==> src/rtl/axi_rd_arbiter_pkg.sv <==
// Shared definitions for the two-master AXI4 read arbiter.
//   - FSM state encoding (IDLE / AR / R)
//   - AXI field widths and response codes
//   - AR request bundle used to mux the two masters onto the slave port
package axi_rd_arbiter_pkg;

    localparam int ADDR_W  = 32;
    localparam int DATA_W  = 32;
    localparam int ID_W    = 4;
    localparam int LEN_W   = 8;
    localparam int SIZE_W  = 3;
    localparam int BURST_W = 2;
    localparam int RESP_W  = 2;

    localparam logic [RESP_W-1:0] RESP_OKAY   = 2'b00;
    localparam logic [RESP_W-1:0] RESP_SLVERR = 2'b10;

    typedef enum logic [1:0] {
        ST_IDLE = 2'd0,
        ST_AR   = 2'd1,
        ST_R    = 2'd2
    } state_e;

    typedef struct packed {
        logic [ADDR_W-1:0]  addr;
        logic [ID_W-1:0]    id;
        logic [LEN_W-1:0]   len;
        logic [SIZE_W-1:0]  size;
        logic [BURST_W-1:0] burst;
    } ar_req_t;

endpackage

==> src/rtl/rr_arbiter2.sv <==
// Two-way grant selector.
//   req_i        : request from master 0 (bit 0) and master 1 (bit 1)
//   last_grant_i : master that won the previous issued transaction
//   grant_o      : index of the winning master (only meaningful if |req_i)
// RR=1 alternates on ties; RR=0 gives master 1 fixed priority on ties.
module rr_arbiter2 #(
    parameter bit RR = 1'b1
) (
    input  logic [1:0] req_i,
    input  logic       last_grant_i,
    output logic       grant_o
);

    always_comb begin
        grant_o = 1'b0;
        if (req_i == 2'b11) begin
            grant_o = RR ? ~last_grant_i : 1'b1;
        end else if (req_i[1]) begin
            grant_o = 1'b1;
        end
    end

endmodule

==> src/rtl/axi_rd_arbiter.sv <==
// Shares one AXI4 read channel between master 0 (icache refill) and
// master 1 (LSU). One transaction outstanding; the grant is held from AR
// issue through the rlast beat, followed by one mandatory IDLE cycle.
//
// Ports:
//   i_clock, i_reset_n          : clock, async active-low reset
//   i_mX_ar*, o_mX_arready      : master X read address channel
//   o_mX_r*, i_mX_rready        : master X read data channel
//   o_s_ar*, i_s_arready        : slave read address channel
//   i_s_r*, o_s_rready          : slave read data channel
//   o_busy    : FSM not in IDLE
//   o_grant   : granted master index (0 outside a transaction)
//   o_len_err : one-cycle pulse, cycle after a beat that disagrees with arlen
//   o_timeout : sticky watchdog flag (AR/R stalled TIMEOUT cycles)
module axi_rd_arbiter
    import axi_rd_arbiter_pkg::*;
#(
    parameter int unsigned RR      = 1,
    parameter int unsigned TIMEOUT = 1024
) (
    input  logic               i_clock,
    input  logic               i_reset_n,

    input  logic [ADDR_W-1:0]  i_m0_araddr,
    input  logic               i_m0_arvalid,
    input  logic [ID_W-1:0]    i_m0_arid,
    input  logic [LEN_W-1:0]   i_m0_arlen,
    input  logic [SIZE_W-1:0]  i_m0_arsize,
    input  logic [BURST_W-1:0] i_m0_arburst,
    output logic               o_m0_arready,
    output logic [DATA_W-1:0]  o_m0_rdata,
    output logic               o_m0_rvalid,
    output logic [RESP_W-1:0]  o_m0_rresp,
    output logic [ID_W-1:0]    o_m0_rid,
    output logic               o_m0_rlast,
    input  logic               i_m0_rready,

    input  logic [ADDR_W-1:0]  i_m1_araddr,
    input  logic               i_m1_arvalid,
    input  logic [ID_W-1:0]    i_m1_arid,
    input  logic [LEN_W-1:0]   i_m1_arlen,
    input  logic [SIZE_W-1:0]  i_m1_arsize,
    input  logic [BURST_W-1:0] i_m1_arburst,
    output logic               o_m1_arready,
    output logic [DATA_W-1:0]  o_m1_rdata,
    output logic               o_m1_rvalid,
    output logic [RESP_W-1:0]  o_m1_rresp,
    output logic [ID_W-1:0]    o_m1_rid,
    output logic               o_m1_rlast,
    input  logic               i_m1_rready,

    output logic [ADDR_W-1:0]  o_s_araddr,
    output logic               o_s_arvalid,
    output logic [ID_W-1:0]    o_s_arid,
    output logic [LEN_W-1:0]   o_s_arlen,
    output logic [SIZE_W-1:0]  o_s_arsize,
    output logic [BURST_W-1:0] o_s_arburst,
    input  logic               i_s_arready,
    input  logic [DATA_W-1:0]  i_s_rdata,
    input  logic               i_s_rvalid,
    input  logic [RESP_W-1:0]  i_s_rresp,
    input  logic [ID_W-1:0]    i_s_rid,
    input  logic               i_s_rlast,
    output logic               o_s_rready,

    output logic               o_busy,
    output logic               o_grant,
    output logic               o_len_err,
    output logic               o_timeout
);

    // Watchdog counter is sized to hold TIMEOUT; a disabled watchdog keeps 1 bit.
    localparam int unsigned     WD_W   = (TIMEOUT > 0) ? $clog2(TIMEOUT + 1) : 1;
    localparam logic [WD_W-1:0] WD_MAX = WD_W'(TIMEOUT);

    state_e             state_q, state_d;
    logic               grant_q, grant_d;
    logic               last_grant_q, last_grant_d;
    logic [LEN_W-1:0]   len_q, len_d;
    logic [LEN_W-1:0]   beat_q, beat_d;
    logic [WD_W-1:0]    wdog_q, wdog_d;
    logic               timeout_q, timeout_d;
    logic               len_err_q, len_err_d;

    ar_req_t [1:0]      m_ar;
    logic    [1:0]      m_arvalid;
    logic    [1:0]      m_rready;
    ar_req_t            s_ar;
    logic    [1:0]      ar_ready;
    logic    [1:0]      r_sel;
    logic               arb_gnt;
    logic               ar_hs;
    logic               r_beat;

    assign m_ar[0] = '{addr: i_m0_araddr, id: i_m0_arid, len: i_m0_arlen,
                       size: i_m0_arsize, burst: i_m0_arburst};
    assign m_ar[1] = '{addr: i_m1_araddr, id: i_m1_arid, len: i_m1_arlen,
                       size: i_m1_arsize, burst: i_m1_arburst};
    assign m_arvalid = {i_m1_arvalid, i_m0_arvalid};
    assign m_rready  = {i_m1_rready, i_m0_rready};

    rr_arbiter2 #(
        .RR (RR != 0)
    ) u_arb (
        .req_i        (m_arvalid),
        .last_grant_i (last_grant_q),
        .grant_o      (arb_gnt)
    );

    // ------------------------------------------------------------------
    // Channel muxing: everything toward a master or the slave is zero
    // unless the FSM is in the phase that owns that channel.
    // ------------------------------------------------------------------
    always_comb begin
        s_ar        = '0;
        o_s_arvalid = 1'b0;
        ar_ready    = 2'b00;
        r_sel       = 2'b00;
        o_s_rready  = 1'b0;
        if (state_q == ST_AR) begin
            s_ar              = m_ar[grant_q];
            o_s_arvalid       = m_arvalid[grant_q];
            ar_ready[grant_q] = i_s_arready;
        end
        if (state_q == ST_R) begin
            r_sel[grant_q] = 1'b1;
            o_s_rready     = m_rready[grant_q];
        end
    end

    assign o_s_araddr  = s_ar.addr;
    assign o_s_arid    = s_ar.id;
    assign o_s_arlen   = s_ar.len;
    assign o_s_arsize  = s_ar.size;
    assign o_s_arburst = s_ar.burst;

    assign o_m0_arready = ar_ready[0];
    assign o_m1_arready = ar_ready[1];

    assign o_m0_rvalid = r_sel[0] & i_s_rvalid;
    assign o_m0_rdata  = r_sel[0] ? i_s_rdata : '0;
    assign o_m0_rresp  = r_sel[0] ? i_s_rresp : '0;
    assign o_m0_rid    = r_sel[0] ? i_s_rid   : '0;
    assign o_m0_rlast  = r_sel[0] & i_s_rlast;

    assign o_m1_rvalid = r_sel[1] & i_s_rvalid;
    assign o_m1_rdata  = r_sel[1] ? i_s_rdata : '0;
    assign o_m1_rresp  = r_sel[1] ? i_s_rresp : '0;
    assign o_m1_rid    = r_sel[1] ? i_s_rid   : '0;
    assign o_m1_rlast  = r_sel[1] & i_s_rlast;

    assign ar_hs  = o_s_arvalid & i_s_arready;
    assign r_beat = i_s_rvalid & o_s_rready;

    // ------------------------------------------------------------------
    // FSM, grant tracking and beat counting
    // ------------------------------------------------------------------
    always_comb begin
        state_d      = state_q;
        grant_d      = grant_q;
        last_grant_d = last_grant_q;
        len_d        = len_q;
        beat_d       = beat_q;
        len_err_d    = 1'b0;
        case (state_q)
            ST_IDLE: begin
                if (|m_arvalid) begin
                    grant_d = arb_gnt;
                    len_d   = m_ar[arb_gnt].len;
                    beat_d  = '0;
                    state_d = ST_AR;
                end
            end
            ST_AR: begin
                // A master withdrawing arvalid before acceptance is a protocol
                // violation; drop the grant rather than issue a stale request.
                if (!m_arvalid[grant_q]) begin
                    state_d = ST_IDLE;
                end else if (i_s_arready) begin
                    state_d      = ST_R;
                    last_grant_d = grant_q;
                end
            end
            ST_R: begin
                if (r_beat) begin
                    if (beat_q != 8'hFF) begin
                        beat_d = beat_q + 8'd1;
                    end
                    // beat_q is the zero-based index of the current beat, so the
                    // rlast beat must carry index len_q.
                    if (i_s_rlast) begin
                        state_d   = ST_IDLE;
                        len_err_d = (beat_q != len_q);
                    end else begin
                        len_err_d = (beat_q == len_q);
                    end
                end
            end
            default: state_d = ST_IDLE;
        endcase
    end

    // ------------------------------------------------------------------
    // Watchdog: counts stalled AR/R cycles, restarts on any handshake.
    // The flag is set on the edge where the count reaches TIMEOUT.
    // ------------------------------------------------------------------
    always_comb begin
        wdog_d    = wdog_q;
        timeout_d = timeout_q;
        if (state_q == ST_IDLE || state_d == ST_IDLE || ar_hs || r_beat) begin
            wdog_d = '0;
        end else if (wdog_q != WD_MAX) begin
            wdog_d = wdog_q + WD_W'(1);
        end
        if (TIMEOUT != 0 && wdog_d == WD_MAX) begin
            timeout_d = 1'b1;
        end
    end

    always_ff @(posedge i_clock or negedge i_reset_n) begin
        if (!i_reset_n) begin
            state_q      <= ST_IDLE;
            grant_q      <= 1'b0;
            last_grant_q <= 1'b1;
            len_q        <= '0;
            beat_q       <= '0;
            wdog_q       <= '0;
            timeout_q    <= 1'b0;
            len_err_q    <= 1'b0;
        end else begin
            state_q      <= state_d;
            grant_q      <= grant_d;
            last_grant_q <= last_grant_d;
            len_q        <= len_d;
            beat_q       <= beat_d;
            wdog_q       <= wdog_d;
            timeout_q    <= timeout_d;
            len_err_q    <= len_err_d;
        end
    end

    assign o_busy    = (state_q != ST_IDLE);
    assign o_grant   = o_busy & grant_q;
    assign o_len_err = len_err_q;
    assign o_timeout = timeout_q;

endmodule

==> config.mk <==
export PLATFORM = sky130hd
export DESIGN_NAME = axi_rd_arbiter
export DESIGN_NICKNAME = d
export VERILOG_FILES = /design/src/rtl/axi_rd_arbiter_pkg.sv /design/src/rtl/rr_arbiter2.sv /design/src/rtl/axi_rd_arbiter.sv
export SDC_FILE = /design/constraint.sdc
export NUM_CORES = 1
export LEC_CHECK = 0
export ABC_AREA = 1
export CAP_MARGIN = 20
export CORE_AREA = 2 2 110 112
export CTS_CLUSTER_SIZE = 28
export DETAILED_ROUTE_END_ITERATION = 12
export DIE_AREA = 0 0 112 114
export DONT_BUFFER_PORTS = 1
export PLACE_DENSITY_LB_ADDON = 0.1
export SETUP_SLACK_MARGIN = 0.15
export SLEW_MARGIN = 20
export SYNTH_ARGS = -nofsm -noshare
export SYNTH_HDL_FRONTEND = slang
export SYNTH_SLANG_ARGS = --single-unit
==> constraint.sdc <==
create_clock -name i_clock -period 2.7 [get_ports i_clock]
set_clock_uncertainty 0.15 [all_clocks]
set_input_delay 0.54 -clock i_clock [delete_from_list [all_inputs] [get_ports i_clock]]
set_output_delay 0.54 -clock i_clock [all_outputs]
set_load 0.05 [all_outputs]
# ---- Word level (Yosys, flattened, before mapping)
# Cells that the tools add are included.
dict set report word_totals {
  output_inout_bits 137
  register_bits 33
  elab_cells 83
  inputBits 145
}
dict set report classes {
  eq_ne 11
  n_addsub 2
  order_cmp 3
  n_reduce_logical 12
  bitwise 9
  muxes 38
}
# operator n
set ops {}
lappend ops {{$mux 49} 3}
lappend ops {{$mux 32} 2}
lappend ops {{$mux 13} 2}
lappend ops {{$mux 8} 3}
lappend ops {{$mux 11} 2}
lappend ops {{$mux 2} 9}
lappend ops {{$pmux 8 s2} 1}
lappend ops {{$mux 1} 12}
lappend ops {{$add 11x1->11 const B} 1}
lappend ops {{$eq 11x11->1 const B} 1}
lappend ops {{$ne 11x11->1 const B} 1}
lappend ops {{$add 8x1->8 const B} 1}
lappend ops {{$eq 8x8->1} 1}
lappend ops {{$mux 4} 2}
lappend ops {{$ne 8x8->1} 1}
lappend ops {{$ne 8x8->1 const B} 1}
lappend ops {{$and 1x1->1} 7}
lappend ops {{$pmux 2 s3} 1}
lappend ops {{$eq 2x2->1 const B} 2}
lappend ops {{$logic_not 2->1} 2}
lappend ops {{$lt 1x2->1 const B} 2}
lappend ops {{$ne 2x2->1 const B} 2}
lappend ops {{$reduce_and 4->1} 1}
lappend ops {{$reduce_bool 2->1} 2}
lappend ops {{11 further kinds} 13}

# ---- Logic depth before layout (Yosys ltp)
dict set report depth {
  ltp_word 12
  mapped_depth 13
  depth_no_buf 13
}

# ---- Cells and area by module
# A second synthesis with hierarchy kept.
dict set report hier_totals {
  cells_unflattened 551
  area_unflattened_um2 3206.8
}
# module n_inst cells_each area_per_inst_um2 seq_area_each_um2
set by_module_without_submodules {}
lappend by_module_without_submodules {axi_rd_arbiter 1 549 3194.3 827.0}
lappend by_module_without_submodules {rr_arbiter2 1 2 12.5 0.0}

# ---- Worst setup path after synthesis
# OpenSTA, ideal clock, no wires.
dict set report synth_timing {
  path_kind {reg2out}
  from {register state_q[1]}
  to {output o_m0_arready}
  path_buffers 1
  slack_ps 16
  arrival_ps 1994
  t_required_ps 2010
  stages_incl_launch_ff 5
  path_cell_list {dfrtp_1 nor2_1 clkinv_1 clkbuf_1 nor3_1}
}
dict set report synth_via {
  elab_chain_len 2
}
# item line
set synth_rtl {}
lappend synth_rtl {{start, declared} axi_rd_arbiter.sv:76} ;# state_e state_q, state_d;
lappend synth_rtl {{start signal, assigned} axi_rd_arbiter.sv:231} ;# state_q <= state_d;
lappend synth_rtl {{$eq 2x1->1} axi_rd_arbiter.sv:120} ;# if (state_q == ST_AR) begin
lappend synth_rtl {{$mux 2} axi_rd_arbiter.sv:120}
lappend synth_rtl {{end, declared} axi_rd_arbiter.sv:30} ;# output logic o_m0_arready,
# Every way passes these cells.

# ---- Worst setup path in the final report
dict set report layout_timing {
  from {register state_q[1]}
  to {output o_s_arlen[0]}
}
dict set report layout_via {
  elab_chain_len 2
}
# item line
set layout_rtl {}
lappend layout_rtl {{$eq 2x1->1} axi_rd_arbiter.sv:120}
lappend layout_rtl {{$mux 49} axi_rd_arbiter.sv:120}
lappend layout_rtl {{end, declared} axi_rd_arbiter.sv:55} ;# output logic [LEN_W-1:0] o_s_arlen,
# Every way passes these cells.

==> metrics.yaml <==
worst_hold_path_type: "input port to flop"
yosysUniqueCellTypes: 36
die_area_sq_um: 12800
max_slew_margin: 0.621
cp_max_fo: 51
viasPerCell: 4.71
worstMarginPinSlew_ns: 0.563
fin_crit_sh: 0.892
synth_xor_area_frac: 0.0251
wl_per_cell_um: 14.7
end_kind: "output pin"
fin_util: 0.384
layout_commonest_cell: "nand2_1"
p_leak_nw: 2.47
clock_sinks: 33
hold_violations: 0
synth_mux_area_frac: 0.00319
netlist_area_sq_um: 3140
fin_nets: 830
dp_hpwl_mm: 10.0
grt_max_degree: 52
cts_tree: "built"
dr.pass1.iters: 4
synth-compound-area-share: 0.152
drive_above_1_share: 0.262
fin_tns_setup_ns: 0
synth_top_family_by_area: "simple AND/OR/NAND/NOR gates"
htreeDepth: 2
max_stage_delay_ns: 0.41
wl_mm: 12.2
drtAntennaViolNets: 0
worstPathArrival_ns: 1.72
grt.total_usage: 0.174
crit_path_start_kind: "flop"
p_per_area_nw_per_um2: 1200
path_clk_slew_ns: 0.05
grt_remaining_overflow: 0
rsz0062_at_grt: "no"
numPortBuffers: 0
path_cells: "nor2_1 > clkinv_1 > buf_6 > a21oi_2 > buf_4"
fin_crit_ns: 2.41
diodes: 0
synthSimpleGateAreaFrac: 0.417
drt_iter0_drc: 158
die_x_um: 112
required_ns: 2.01
layout_common_cells: "155 x nand2_1, 140 x buf_4, 113 x nor2_1"
setup_viol: 0
status: "complete, no violations"
synth_fp_nets: 705
placementRows: 40
clockRootBuffer: "clkbuf_16"
cpLargestDelayFamily: "buffers and inverters"
clock.fmax_mhz: 415
clk_latency_ns: 0.28
place_congestion: 0.862
vias: 3909
ir_drop_mv: 1.07
cap_violations: 0
clk_path_buf_depth: 2
areaGrowthSynthToFinish_pct: 43.5
die_h_um: 114
critical_path_buf_inv_count: 3
drc: 0
initial_core_util: 0.268
crit_slowest_cell: "dfrtp_1"
ys_seq_elements: 33
cts_made_buffers: 5
yosysWarnings: 0
critPathKind: "flop to output pin"
grt_pass1_wl_mm: 17.8
synth_cells: 557
grt_antenna_before_repair: 0
syn_avg_cell_area_sq_um: 5.63
grt_pass1_vias: 3429
coreArea_sq_um: 11700
synth_fa_ha_area_frac: 0.0120
ioPinCount: 282
yosysSeqAreaShare: 0.264
drv_slew: 0
==> report_power, final <==
part	internal (mW)	switching, mW	leakage [nW]
Sequential	0.612	0.0956	0.431
Clock	0.338	0.208	0.0706
Combinational	1.08	3.07	1.97
==> layer usage <==
metal  up-vias  track usage  routed length, um
met1      1737        0.201               4690
met4         0       0.0398                140
met2       189        0.321               6390
met5         -            0                  0
met3        12       0.0478               1020
li1       1971            -                  -
==> synthesized netlist by cell type, drive strengths merged <==
library cell,n,area share
a21oi,60,0.097
and2,2,0.0048
buf,3,0.0056
clkbuf,24,0.029
clkinv,1,0.0012
dfrtp,32,0.26
dfstp,1,0.0084
ha,3,0.012
inv,77,0.092
mux2i,1,0.0032
nand2,161,0.20
nand3,15,0.026
nand3b,1,0.0024
nand4,8,0.016
nor2,118,0.15
nor3,7,0.013
nor3b,1,0.0024
nor4,1,0.0020
o211ai,4,0.0096
o21ai,25,0.041
o22ai,2,0.0040
or2,1,0.0020
xnor2,5,0.014
xor2,4,0.011
==> path summary, 6_finish.rpt <==
check	startpoint	to	slack (ns)	cells after the start
max	state_q[1]$_DFF_PN0_	o_s_arlen[0]	0.29	5
min	i_s_arready	state_q[1]$_DFF_PN0_	0.26	2
max reg2reg	grant_q$_DFFE_PN0P_	o_timeout$_DFFE_PN0N_	0.49	11
min reg2reg	last_grant_q$_DFFE_PN1P_	last_grant_q$_DFFE_PN1P_	0.35	2
max in group asynchronous	i_reset_n	last_grant_q$_DFFE_PN1P_	1.59	2
min in group asynchronous	i_reset_n	wdog_q[1]$_DFF_PN0_	0.55	2
==> registers in the layout (all words and copies together) (netlist names) <==
register      cells
wdog_q           11
beat_q            8
len_q             8
last_grant_q      1
grant_q           1
o_timeout         1
state_q           2
o_len_err         1
==> what timing repair did <==
item                       in CTS  in global routing
setup endpoints to repair       2                 50
hold endpoints to repair       33                  0
resized for setup               2                  5
hold buffers                    2                  0
buffers inserted                0                  0
==> metrics by stage <==
stage	setup slack [ns]	power (mW)	instance area (sq um)	instances	hold WS [ns]
2_1_floorplan	0.221	3.69	3140	557	0.0944
3_3_place_gp	0.410	4.84	4310	820	0.0962
3_5_place_dp	0.429	4.86	4310	820	0.0962
4_1_cts	0.186	5.44	4490	830	0.256
5_1_grt	0.152	5.73	4500	830	0.261
6_report	0.291	5.41	4500	830	0.262
==> cell type report <==
class                      count  area (sq um)
fill                        1248          7210
multi-input combinational    419          1930
timing repair buffer         145          1120
sequential                    33           828
inverter                      78           295
tap                          147           184
clock buffer                   6           129
clock inverter                 2          10.0
==> logic make-up after synthesis <==
group                    count (synthesis)
AO/OA/AOI/OAI                           91
XOR/XNOR                                 9
adder cells (fa/ha/maj)                  3
buffers and inverters                  105
flip-flops                              33
multiplexers                             1
AND/OR/NAND/NOR                        315
No activity file was read; power rests on OpenSTA's default activity.
